<file path="src/rtl/lab4_branch_sched_pkg.sv">
// Shared types for the branch-predictor port scheduler: FSM state,
// the queued update entry and the PC width.
package lab4_branch_sched_pkg;

  localparam int PC_W = 32;

  typedef enum logic {
    RUN   = 1'b0,
    DRAIN = 1'b1
  } sched_state_e;

  typedef struct packed {
    logic [PC_W-1:0] pc;
    logic            taken;
  } upd_entry_t;

endpackage

</file>
<file path="src/rtl/lab4_branch_bpred_upd_fifo.sv">
// In-order FIFO of resolved-branch updates waiting for the predictor port.
// Pointers carry one extra wrap bit so full and empty are distinguishable.
// No enqueue/dequeue bypass: a newly written entry is visible next cycle.
module lab4_branch_bpred_upd_fifo
  import lab4_branch_sched_pkg::*;
#(
  parameter int QDEPTH = 4
) (
  input  logic          clk,
  input  logic          rst_n,
  input  logic          enq_val,
  output logic          enq_rdy,
  input  logic [PC_W:0] enq_data,
  input  logic          deq,
  output logic [PC_W:0] head,
  output logic          full,
  output logic          empty
);

  localparam int AW = $clog2(QDEPTH);
  localparam int PW = AW + 1;

  logic [PW-1:0] wr_ptr_q, wr_ptr_d;
  logic [PW-1:0] rd_ptr_q, rd_ptr_d;
  upd_entry_t    mem_q [QDEPTH];
  upd_entry_t    mem_d [QDEPTH];
  logic          do_enq;
  logic          do_deq;

  assign empty   = (wr_ptr_q == rd_ptr_q);
  assign full    = (wr_ptr_q[AW] != rd_ptr_q[AW]) &&
                   (wr_ptr_q[AW-1:0] == rd_ptr_q[AW-1:0]);
  assign enq_rdy = !full;
  assign do_enq  = enq_val && !full;
  assign do_deq  = deq && !empty;
  assign head    = mem_q[rd_ptr_q[AW-1:0]];

  // Next storage and pointer values from this cycle's enqueue/dequeue.
  always_comb begin
    mem_d    = mem_q;
    wr_ptr_d = wr_ptr_q;
    rd_ptr_d = rd_ptr_q;
    if (do_enq) begin
      mem_d[wr_ptr_q[AW-1:0]] = enq_data;
      wr_ptr_d                = wr_ptr_q + 1'b1;
    end
    if (do_deq) begin
      rd_ptr_d = rd_ptr_q + 1'b1;
    end
  end

  // Storage and pointer registers; reset empties the queue.
  always_ff @(posedge clk or negedge rst_n) begin
    if (!rst_n) begin
      wr_ptr_q <= '0;
      rd_ptr_q <= '0;
      for (int i = 0; i < QDEPTH; i++) begin
        mem_q[i] <= '0;
      end
    end else begin
      wr_ptr_q <= wr_ptr_d;
      rd_ptr_q <= rd_ptr_d;
      mem_q    <= mem_d;
    end
  end

endmodule

</file>
<file path="src/rtl/lab4_branch_bpred_port_sched.sv">
// Arbitrates the global branch predictor's single PC port between fetch
// lookups (answered combinationally) and queued execute-stage updates.
// Fetch wins by default; an aged or full queue forces an update through,
// and a flush drains every pending update before lookups resume.
// Handshake: lookup completes in a cycle with lookup_val && lookup_rdy;
// an update is accepted in a cycle with upd_val && upd_rdy.
// Optional statistics counters: define LAB4_BRANCH_SCHED_STATS_EN.
module lab4_branch_bpred_port_sched
  import lab4_branch_sched_pkg::*;
#(
  parameter int QDEPTH   = 4,
  parameter int MAX_WAIT = 8
) (
  input  logic        clk,
  input  logic        reset,
  input  logic        lookup_val,
  output logic        lookup_rdy,
  input  logic [31:0] lookup_pc,
  output logic        lookup_taken,
  input  logic        upd_val,
  output logic        upd_rdy,
  input  logic [31:0] upd_pc,
  input  logic        upd_taken,
  input  logic        flush,
  output logic        drain_done,
  output logic [31:0] bp_pc,
  output logic        bp_update_en,
  output logic        bp_update_val,
  input  logic        bp_prediction
`ifdef LAB4_BRANCH_SCHED_STATS_EN
  ,
  output logic [31:0] stat_lookups,
  output logic [31:0] stat_updates,
  output logic [31:0] stat_lookup_stalls
`endif
);

  localparam int WAIT_W = $clog2(MAX_WAIT + 1);
  localparam logic [WAIT_W-1:0] MAX_WAIT_C = WAIT_W'(MAX_WAIT);

  sched_state_e      state_q, state_d;
  logic [WAIT_W-1:0] wait_cnt_q, wait_cnt_d;

  logic          fifo_full;
  logic          fifo_empty;
  logic [PC_W:0] fifo_head;
  upd_entry_t    head_e;
  logic          enq;
  logic          force_upd;
  logic          upd_grant;
  logic          lookup_grant;

  assign head_e = fifo_head;
  assign enq    = upd_val && upd_rdy;

  lab4_branch_bpred_upd_fifo #(
    .QDEPTH (QDEPTH)
  ) u_fifo (
    .clk      (clk),
    .rst_n    (reset),
    .enq_val  (upd_val),
    .enq_rdy  (upd_rdy),
    .enq_data ({upd_pc, upd_taken}),
    .deq      (upd_grant),
    .head     (fifo_head),
    .full     (fifo_full),
    .empty    (fifo_empty)
  );

  // Port grant: at most one requester per cycle; nothing while in reset.
  always_comb begin
    force_upd    = !fifo_empty && (fifo_full || (wait_cnt_q >= MAX_WAIT_C));
    upd_grant    = 1'b0;
    lookup_grant = 1'b0;
    if (reset) begin
      case (state_q)
        RUN: begin
          if (force_upd) begin
            upd_grant = 1'b1;
          end else if (lookup_val) begin
            lookup_grant = 1'b1;
          end else if (!fifo_empty) begin
            upd_grant = 1'b1;
          end
        end
        DRAIN: begin
          upd_grant = !fifo_empty;
        end
        default: begin
          upd_grant    = 1'b0;
          lookup_grant = 1'b0;
        end
      endcase
    end
  end

  // Predictor-side and fetch-side output muxing driven by the grant.
  always_comb begin
    bp_pc         = '0;
    bp_update_en  = 1'b0;
    bp_update_val = 1'b0;
    lookup_rdy    = 1'b0;
    lookup_taken  = 1'b0;
    if (upd_grant) begin
      bp_pc         = head_e.pc;
      bp_update_en  = 1'b1;
      bp_update_val = head_e.taken;
    end else if (lookup_grant) begin
      bp_pc        = lookup_pc;
      lookup_rdy   = 1'b1;
      lookup_taken = bp_prediction;
    end
  end

  // FSM next state, drain completion pulse and head aging counter.
  always_comb begin
    state_d    = state_q;
    drain_done = 1'b0;
    wait_cnt_d = wait_cnt_q;
    case (state_q)
      RUN: begin
        if (flush) begin
          state_d = DRAIN;
        end
      end
      DRAIN: begin
        if (fifo_empty && !enq) begin
          state_d    = RUN;
          drain_done = reset;
        end
      end
      default: state_d = RUN;
    endcase
    if (upd_grant || fifo_empty) begin
      wait_cnt_d = '0;
    end else if (wait_cnt_q < MAX_WAIT_C) begin
      wait_cnt_d = wait_cnt_q + 1'b1;
    end
  end

  // State and aging counter registers.
  always_ff @(posedge clk or negedge reset) begin
    if (!reset) begin
      state_q    <= RUN;
      wait_cnt_q <= '0;
    end else begin
      state_q    <= state_d;
      wait_cnt_q <= wait_cnt_d;
    end
  end

`ifdef LAB4_BRANCH_SCHED_STATS_EN
  logic [31:0] stat_lookups_q, stat_lookups_d;
  logic [31:0] stat_updates_q, stat_updates_d;
  logic [31:0] stat_stalls_q, stat_stalls_d;

  assign stat_lookups       = stat_lookups_q;
  assign stat_updates       = stat_updates_q;
  assign stat_lookup_stalls = stat_stalls_q;

  // Event counters, wrapping naturally at 2^32.
  always_comb begin
    stat_lookups_d = stat_lookups_q;
    stat_updates_d = stat_updates_q;
    stat_stalls_d  = stat_stalls_q;
    if (lookup_grant) stat_lookups_d = stat_lookups_q + 32'd1;
    if (upd_grant) stat_updates_d = stat_updates_q + 32'd1;
    if (lookup_val && !lookup_rdy) stat_stalls_d = stat_stalls_q + 32'd1;
  end

  // Statistics registers.
  always_ff @(posedge clk or negedge reset) begin
    if (!reset) begin
      stat_lookups_q <= '0;
      stat_updates_q <= '0;
      stat_stalls_q  <= '0;
    end else begin
      stat_lookups_q <= stat_lookups_d;
      stat_updates_q <= stat_updates_d;
      stat_stalls_q  <= stat_stalls_d;
    end
  end
`endif

endmodule
</file>
<file path="config.mk">
export PLATFORM = sky130hd
export DESIGN_NAME = lab4_branch_bpred_port_sched
export DESIGN_NICKNAME = d
export VERILOG_FILES = /design/src/rtl/lab4_branch_sched_pkg.sv /design/src/rtl/lab4_branch_bpred_upd_fifo.sv /design/src/rtl/lab4_branch_bpred_port_sched.sv
export SDC_FILE = /design/constraint.sdc
export NUM_CORES = 1
export LEC_CHECK = 0
export CORE_AREA = 2 2 136 138
export CTS_CLUSTER_DIAMETER = 40
export CTS_CLUSTER_SIZE = 14
export DETAILED_ROUTE_END_ITERATION = 6
export DIE_AREA = 0 0 138 140
export HOLD_SLACK_MARGIN = 0.12
export PLACE_DENSITY = 0.7
export SYNTH_ARGS = -nofsm -noshare
export SYNTH_HDL_FRONTEND = slang
export SYNTH_HIERARCHICAL = 1
export SYNTH_SLANG_ARGS = --single-unit
</file>
<file path="constraint.sdc">
create_clock -name clk -period 3.9 [get_ports clk]
set_input_delay 1.17 -clock clk [delete_from_list [all_inputs] [get_ports clk]]
set_output_delay 1.17 -clock clk [all_outputs]
set_load 0.005 [all_outputs]
</file>
==> results of run 1 <==
[placed cells by master (no fill, tap or decap), types with 3 or more instances in the layout]
| cell type | instances |
|---|---|
| a22o_1 | 32 |
| a31oi_4 | 4 |
| buf_12 | 9 |
| buf_2 | 3 |
| buf_4 | 20 |
| buf_6 | 6 |
| bufinv_16 | 4 |
| clkbuf_16 | 17 |
| clkbuf_8 | 3 |
| clkdlybuf4s50_1 | 73 |
| clkinv_2 | 3 |
| dfrtp_1 | 140 |
| dlygate4sd2_1 | 31 |
| ha_1 | 7 |
| inv_1 | 6 |
| mux2_2 | 91 |
| mux2_4 | 43 |
| mux4_2 | 33 |
| nand2_1 | 4 |
| nor3_1 | 4 |
| xnor2_1 | 4 |
[metal layers]
| metal | vias to the layer above | global-route usage (%) | share of wire (%) |
|---|---|---|---|
| li1 | 1883 | - | - |
| met1 | 2237 | 22.0 | 42 |
| met2 | 96 | 29.6 | 52 |
| met3 | 4 | 4.99 | 5.0 |
| met4 | 0 | 4.35 | 0.50 |
| met5 | - | 0 | 0 |
[metrics by stage]
step / instance area, µm² / power, mW / std cells
2_1_floorplan: 7040 / 5.28 / 428
3_3_place_gp: 8390 / 6.36 / 757
3_5_place_dp: 8390 / 6.50 / 757
4_1_cts: 9180 / 8.33 / 803
5_1_grt: 9210 / 8.77 / 803
6_report: 9210 / 8.27 / 803
[flip-flops by register name, summed over array words and instances (netlist names)]
name	count
state_q	1
u_fifo/mem_q	132
u_fifo/rd_ptr_q	3
u_fifo/wr_ptr_q	3
wait_cnt_q	4
[final cells by class]
class,count,area (µm²)
clock buffers,22,474
clock inverters,10,159
fillers,1463,8570
inverters,6,22.5
multi-input cells,251,3270
flip-flops and latches,143,3580
well taps,229,287
repair buffers,142,1420
[what timing repair did]
item                                    CTS  global route
setup buffers                            13             0
gates cloned                              1             0
endpoints found under the setup margin   37            18
pin swaps                                 7             1
gates resized for setup                  59             6
[power groups by stage]
stage	sequential, mW	combinational (mW)	clock (mW)
2_1_floorplan	2.55	2.73	0
3_3_place_gp	2.66	3.70	0
3_5_place_dp	2.73	3.77	0
4_1_cts	2.73	3.84	1.76
5_1_grt	2.84	4.11	1.82
6_report	2.74	3.81	1.72
[worst reg2reg max path, cell delays in order (launching register included)]
cell and delay (ns):
dfrtp_4 0.60, xor2_4 0.25, nor3_4 0.20, nand2b_1 0.19, a21oi_4 0.06, buf_6 0.13, buf_4 0.13, buf_4 0.15
buf_4 0.14, o31ai_1 0.08, mux2_2 0.38
[kinds of logic (layout without fill, tap and decap cells)]
kind of cell | Yosys count | after routing | synth area share (%)
mux | 168 | 168 | 34.4
flops | 143 | 143 | 50.8
compound gates | 47 | 47 | 6.34
buf+inv | 34 | 180 | 3.89
simple gates | 18 | 18 | 1.28
xor+xnor | 11 | 11 | 2.01
fa+ha+maj | 7 | 7 | 1.24
[worst max path at each step]
stage / endpoint / from / cells after the start / slack, ns
6_report: bp_update_en / lookup_val / 8 / 0.05
4_1_cts: bp_update_en / lookup_val / 8 / 0.01
3_3_place_gp: bp_pc[23] / lookup_val / 6 / -0.38
3_5_place_dp: bp_pc[23] / lookup_val / 6 / -0.35
2_1_floorplan: bp_pc[14] / u_fifo/rd_ptr_q[0] / 9 / 0.76
5_1_grt: bp_update_en / lookup_val / 8 / 0.006
==> results.md, run 1 <==
- Worst skew pair latency: about 0.41 ns
- Critical path's slowest cell: clkdlybuf4s50_1
- N_diodes: 0
- Tmin final: between 3 and 4 ns
- Period utilisation layout: between 90% and 100%
- Syn avg cell area: between 15 and 20 µm²
- Slew HR: between 30% and 40%
- CP delay by family, top: buffers and inverters
- Routed WL: about 16 mm
- First-pass DRT Iterations: 4
- Synth Net Count: 506
- All-Layer GR Usage: between 10% and 20%
- LEAKAGE: slightly below 4 nW
- Combinational share of power: between 40% and 50%
- Starting DRT DRC Count: approximately 180
- Worst r2r path cells: 10
- Nets: between 600 and 700
- Final Wtd Congestion: 0.715
- Setup TNS: 0 ns
- Asr flop ratio synth: 100%
- Fraction of layout cells with a size suffix above 1: approximately 44%
- DP Worst Slack: -0.353 ns
- DPL Wire Length: approximately 10 mm
- Vias in the first global route: 4781
- Hold Path End: u_fifo/mem_q[45]
- CTS Buf Count: 17
- Die ar.: 19300 µm²
- Routed vias/inst: roughly 5.3
- Fmax achieved: approximately 260 MHz
- Clk network pwr share: a little over a fifth
- Clock root buffer: clkbuf_16
- Flops & latches, synth: between 100 and 150
- Initial Util: 39.6%
- Power Density: approximately 900 nW/µm²
- Reg clk slew, reported paths: about 0.06 ns
- Drt wl/cell: ~20 µm
- Layout Area Growth over Synthesis: 30.8%
- I/O Buffers: about 110
- Synth cell types: 35
- Clk sinks: roughly 140
- CP peak stage delay: 0.49 ns
- CTS HTree Levels: 4
- Arrival time at the worst endpoint: 2.68 ns
- RSZ-0062 raised after global routing: no
- CP Cell Sequence: dlygate4sd2_1 -> nor2b_4 -> buf_6 -> a21oi_4 -> buf_12 -> buf_12 -> buf_4 -> clkdlybuf4s50_1
- Crit path required time: 2.73 ns
- Die width: between 100 and 150 µm
- Largest net degree at the start of global routing: 74
- Global-route wire length before repair: approximately 26 mm
- Worst hold slack: 0.500 ns
- Final worst slack: 0.0460 ns
- Cell Area, Synth: just over 7000 µm²
- Initial antenna violation count: 0
- Sequential Power Share: between 30% and 40%
- DRC Markers: 0
- Final setup fails: 0
- Pint: between 5 and 6 mW
- Most area-consuming cells after synthesis: dfrtp_1 51%, mux2_2 15%, mux4_2 11%, mux2_4 9.2%, a22o_1 4.0%
- CP bufs+invs: 6
- Clk_skew: between 0.006 and 0.007 ns
- CP dominant cell by count: buf_12
- Final Hold Violating Endpoints: 0
- GRT Residual Overflow: 0
- Slew Viols, Final: 0
- Die Ht: 140 µm
- Num rows: between 40 and 50
- Post-synth top area share: a little over 50%
- Most common cell in the netlist: dfrtp_1
- Antenna Violating Nets Remaining: 0
- Core Util, Final: between 50% and 60%
- Actual slew at the worst max-slew pin: between 0.9 and 1 ns
- Post-synth EDFFs: 0
- Commonest cells in the netlist: 143 x dfrtp_1, 91 x mux2_2, 43 x mux2_4
- Peak VDD IR: around 0.41 mV
- Worst reg2reg setup slack: 1.49 ns
- R2R Path End: u_fifo/rd_ptr_q[1]
- Largest area contributor in the netlist: dfrtp_1
- Setup crit end kind: output pin
- Register area share after synthesis: roughly half
- Startpoint Class: primary input
- Reg2reg start: u_fifo/rd_ptr_q[1]
- Synth warn: 6
- Max Cap Viol: 0
- Net load switching power: between 2 and 3 mW
- Critical path class: primary input to output pin
- I/O Pins: 109
- Hold-fix buffers at CTS: 0
- Gate Count Post-Synth: ~430
- Routed via count: around 4.2k
- CTS tree: built
- Max Buffers Root-to-Sink: 2
- Hold Path Class: flop to flop
- Max Fanout on Critical Path: 9
- Top_reg_cell synth: dfrtp_1
- Core box area: approximately 18000 µm²
- Switching Fraction: 30.6%
- Status: finished clean
- Hold Path Depth: 1
- Worst Hold Launch: u_fifo/mem_q[45]
No activity file was read; power rests on OpenSTA's default activity.
==> inputs of run 2 (changes only) <==
==> constraint.sdc (replaced) <==
create_clock -name clk -period 3.9 [get_ports clk]
set_input_delay 1.17 -clock clk [delete_from_list [all_inputs] [get_ports clk]]
set_output_delay 1.17 -clock clk [all_outputs]
set_load 0.02 [all_outputs]
==> results.md, run 2 (same netlist as run 1, synthesis figures left out) <==
- Status: finished clean
- Final instance area: 8910 µm²
- CTS tree: built
- Critical path's slowest cell: clkdlybuf4s50_1
- LEAKAGE: approximately 3.8 nW
- Metal3 WL: 686 µm
- Most common cell after layout, fill and taps aside: dfrtp_1
- Power Density: just over 900 nW/µm²
- I/O Pins: 109
- Max Fanout on Critical Path: 2
- # fillers: roughly 1.5k
- Post-Place Cell Area: ~8400 µm²
- Hold Path Class: flop to flop
- Die ar.: approximately 19000 µm²
- Final Hold Violating Endpoints: 0
- Core box area: between 15000 and 20000 µm²
- Worst skew pair latency: 0.42 ns
- Largest net degree at the start of global routing: 73
- Worst reg2reg setup slack: about 1.7 ns
- Actual slew at the worst max-slew pin: a little over 0.9 ns
- Largest register FFs: roughly 130
- CP peak stage delay: 0.60 ns
- Met2 WL: 8.11 mm
- Die Ht: approximately 140 µm
- Clk sinks: between 100 and 150
- Placed cell count: roughly 760
- CP dominant cell by count: clkdlybuf4s50_1
- N_diodes: 0
- Nets: approximately 630
- Final worst slack: approximately 0.074 ns
- All-Layer GR Usage: 17.0%
- Routed vias/inst: between 5 and 6
- Slew Viols, Final: 0
- Num rows: between 40 and 50
- Initial antenna violation count: 0
- Setup crit end kind: output pin
- Hold-fix buffers at CTS: 0
- Die width: 138 µm
- Routed via count: around 4.1k
- CP bufs+invs: 2
- Post-Route M1 WL: just under 7 mm
- Worst r2r path cells: 9
- Routed WL: around 16 mm
- DP Worst Slack: -0.452 ns
- Top Layer Used: met4
- I/O Buffers: around 110
- Starting DRT DRC Count: around 140
- First-pass DRT Iterations: 4
- Final setup fails: 0
- Tmin final: 3.83 ns
- Reg clk slew, reported paths: roughly 0.05 ns
- Max Buffers Root-to-Sink: 2
- Final Wtd Congestion: between 0.7 and 0.8
- RSZ-0062 raised after global routing: no
- Clock root buffer: clkbuf_16
- CTS HTree Levels: 4
- Peak VDD IR: 0.494 mV
- Initial Util: just under 40%
- Top Registers: u_fifo/mem_q x132, wait_cnt_q x4
- Hold Path Depth: 1
- Fraction of layout cells with a size suffix above 1: around half
- Vias in the first global route: 4593
- Antenna Violating Nets Remaining: 0
- Period utilisation layout: around 100%
- CTS Buf Count: 17
- Post-Layout Cell Count: roughly 790
- GRT Residual Overflow: 0
- Max Cap Viol: 0
- Largest Register: u_fifo/mem_q
- DPL Wire Length: 10.4 mm
- Slew HR: slightly below 40%
- Critical path class: primary input to output pin
- Layout Area Growth over Synthesis: 26.5%
- Crit path required time: around 2.7 ns
- DRC Markers: 0
- Clk_skew: about 0.008 ns
- Fmax achieved: roughly 260 MHz
- Drt wl/cell: around 20 µm
- Global-route wire length before repair: roughly 26 mm
- Most frequent cells in the layout: 140 x dfrtp_1, 91 x mux2_2, 71 x clkdlybuf4s50_1, 43 x mux2_4, 33 x mux4_2
- Arrival time at the worst endpoint: between 2 and 3 ns
- CP Cell Sequence: clkdlybuf4s50_1 -> a21boi_1 -> and3_1 -> clkdlybuf4s50_1
- CP delay by family, top: buffers and inverters
- Startpoint Class: primary input
- CP Depth: 4
- Pwr Total: about 8.3 mW
run 2: cell count changes in the layout (fill, tap and decap cells not counted), sizes merged, moves of 2 or more:
| cell | change |
|---|---|
| clkdlybuf4s50 | -2 |
| clkbuf | +25 |
| dlygate4sd2 | -28 |
| clkinv | +2 |
| clkdlybuf4s15 | +2 |
| buf | -9 |
run 2: stage by stage:
step | util [%] | setup TNS, ns | hold WS (ns)
CTS | 50.8 | 0 | 0.503
detailed placement | 47.4 | -13.13 | 0.490
global placement | 47.4 | -13.30 | 0.484
global route | 50.1 | 0 | 0.511
finish | 50.1 | 0 | 0.502
floorplan | - | 0 | 0.454
run 2: worst paths after layout:
kind,startpoint,to
worst max register to register,u_fifo/wr_ptr_q[0],u_fifo/rd_ptr_q[1]
max in group asynchronous,reset,u_fifo/mem_q[14]
worst min register to register,u_fifo/mem_q[46],u_fifo/mem_q[46]
worst min-delay path,u_fifo/mem_q[46],u_fifo/mem_q[46]
min in group asynchronous,reset,state_q
worst max-delay path,upd_val,drain_done
run 2: worst register-to-register path, stage by stage (launching register included):
cell,delay [ns]
dfrtp_2,0.50
xor2_1,0.32
nor3_1,0.10
buf_4,0.17
nand2b_1,0.17
a21oi_4,0.19
buf_6,0.18
buf_4,0.14
o31ai_1,0.07
mux2_2,0.28
run 2: metal layers:
layer	vias up	global-route usage [%]
li1	1855	-
met1	2172	21.6
met2	85	28.7
met3	11	5.37
met4	0	4.03
met5	-	0
run 2: cell type report:
class | instances | area, µm² | share of cell area (%)
clock buffers | 18 | 439 | 4.93
flip-flops and latches | 143 | 3580 | 40.2
well taps | 229 | 287 | 3.22
clock inverters | 12 | 144 | 1.62
multi-input cells | 251 | 3230 | 36.3
repair buffers | 134 | 1200 | 13.5
inverters | 6 | 22.5 | 0.253
run 2: repair_timing:
| action | in CTS | in global routing |
|---|---|---|
| setup endpoints to repair | 37 | 35 |
| pin swaps | 1 | 2 |
| gates resized for setup | 68 | 40 |
| buffers inserted | 0 | 2 |
run 2: power by group:
group,total (mW),switching [mW],internal [mW],leakage (nW)
Sequential,2.71,0.461,2.25,1.69
Combinational,3.95,1.72,2.23,1.78
Clock,1.61,0.603,1.01,0.287
Total,8.27,2.78,5.49,3.76
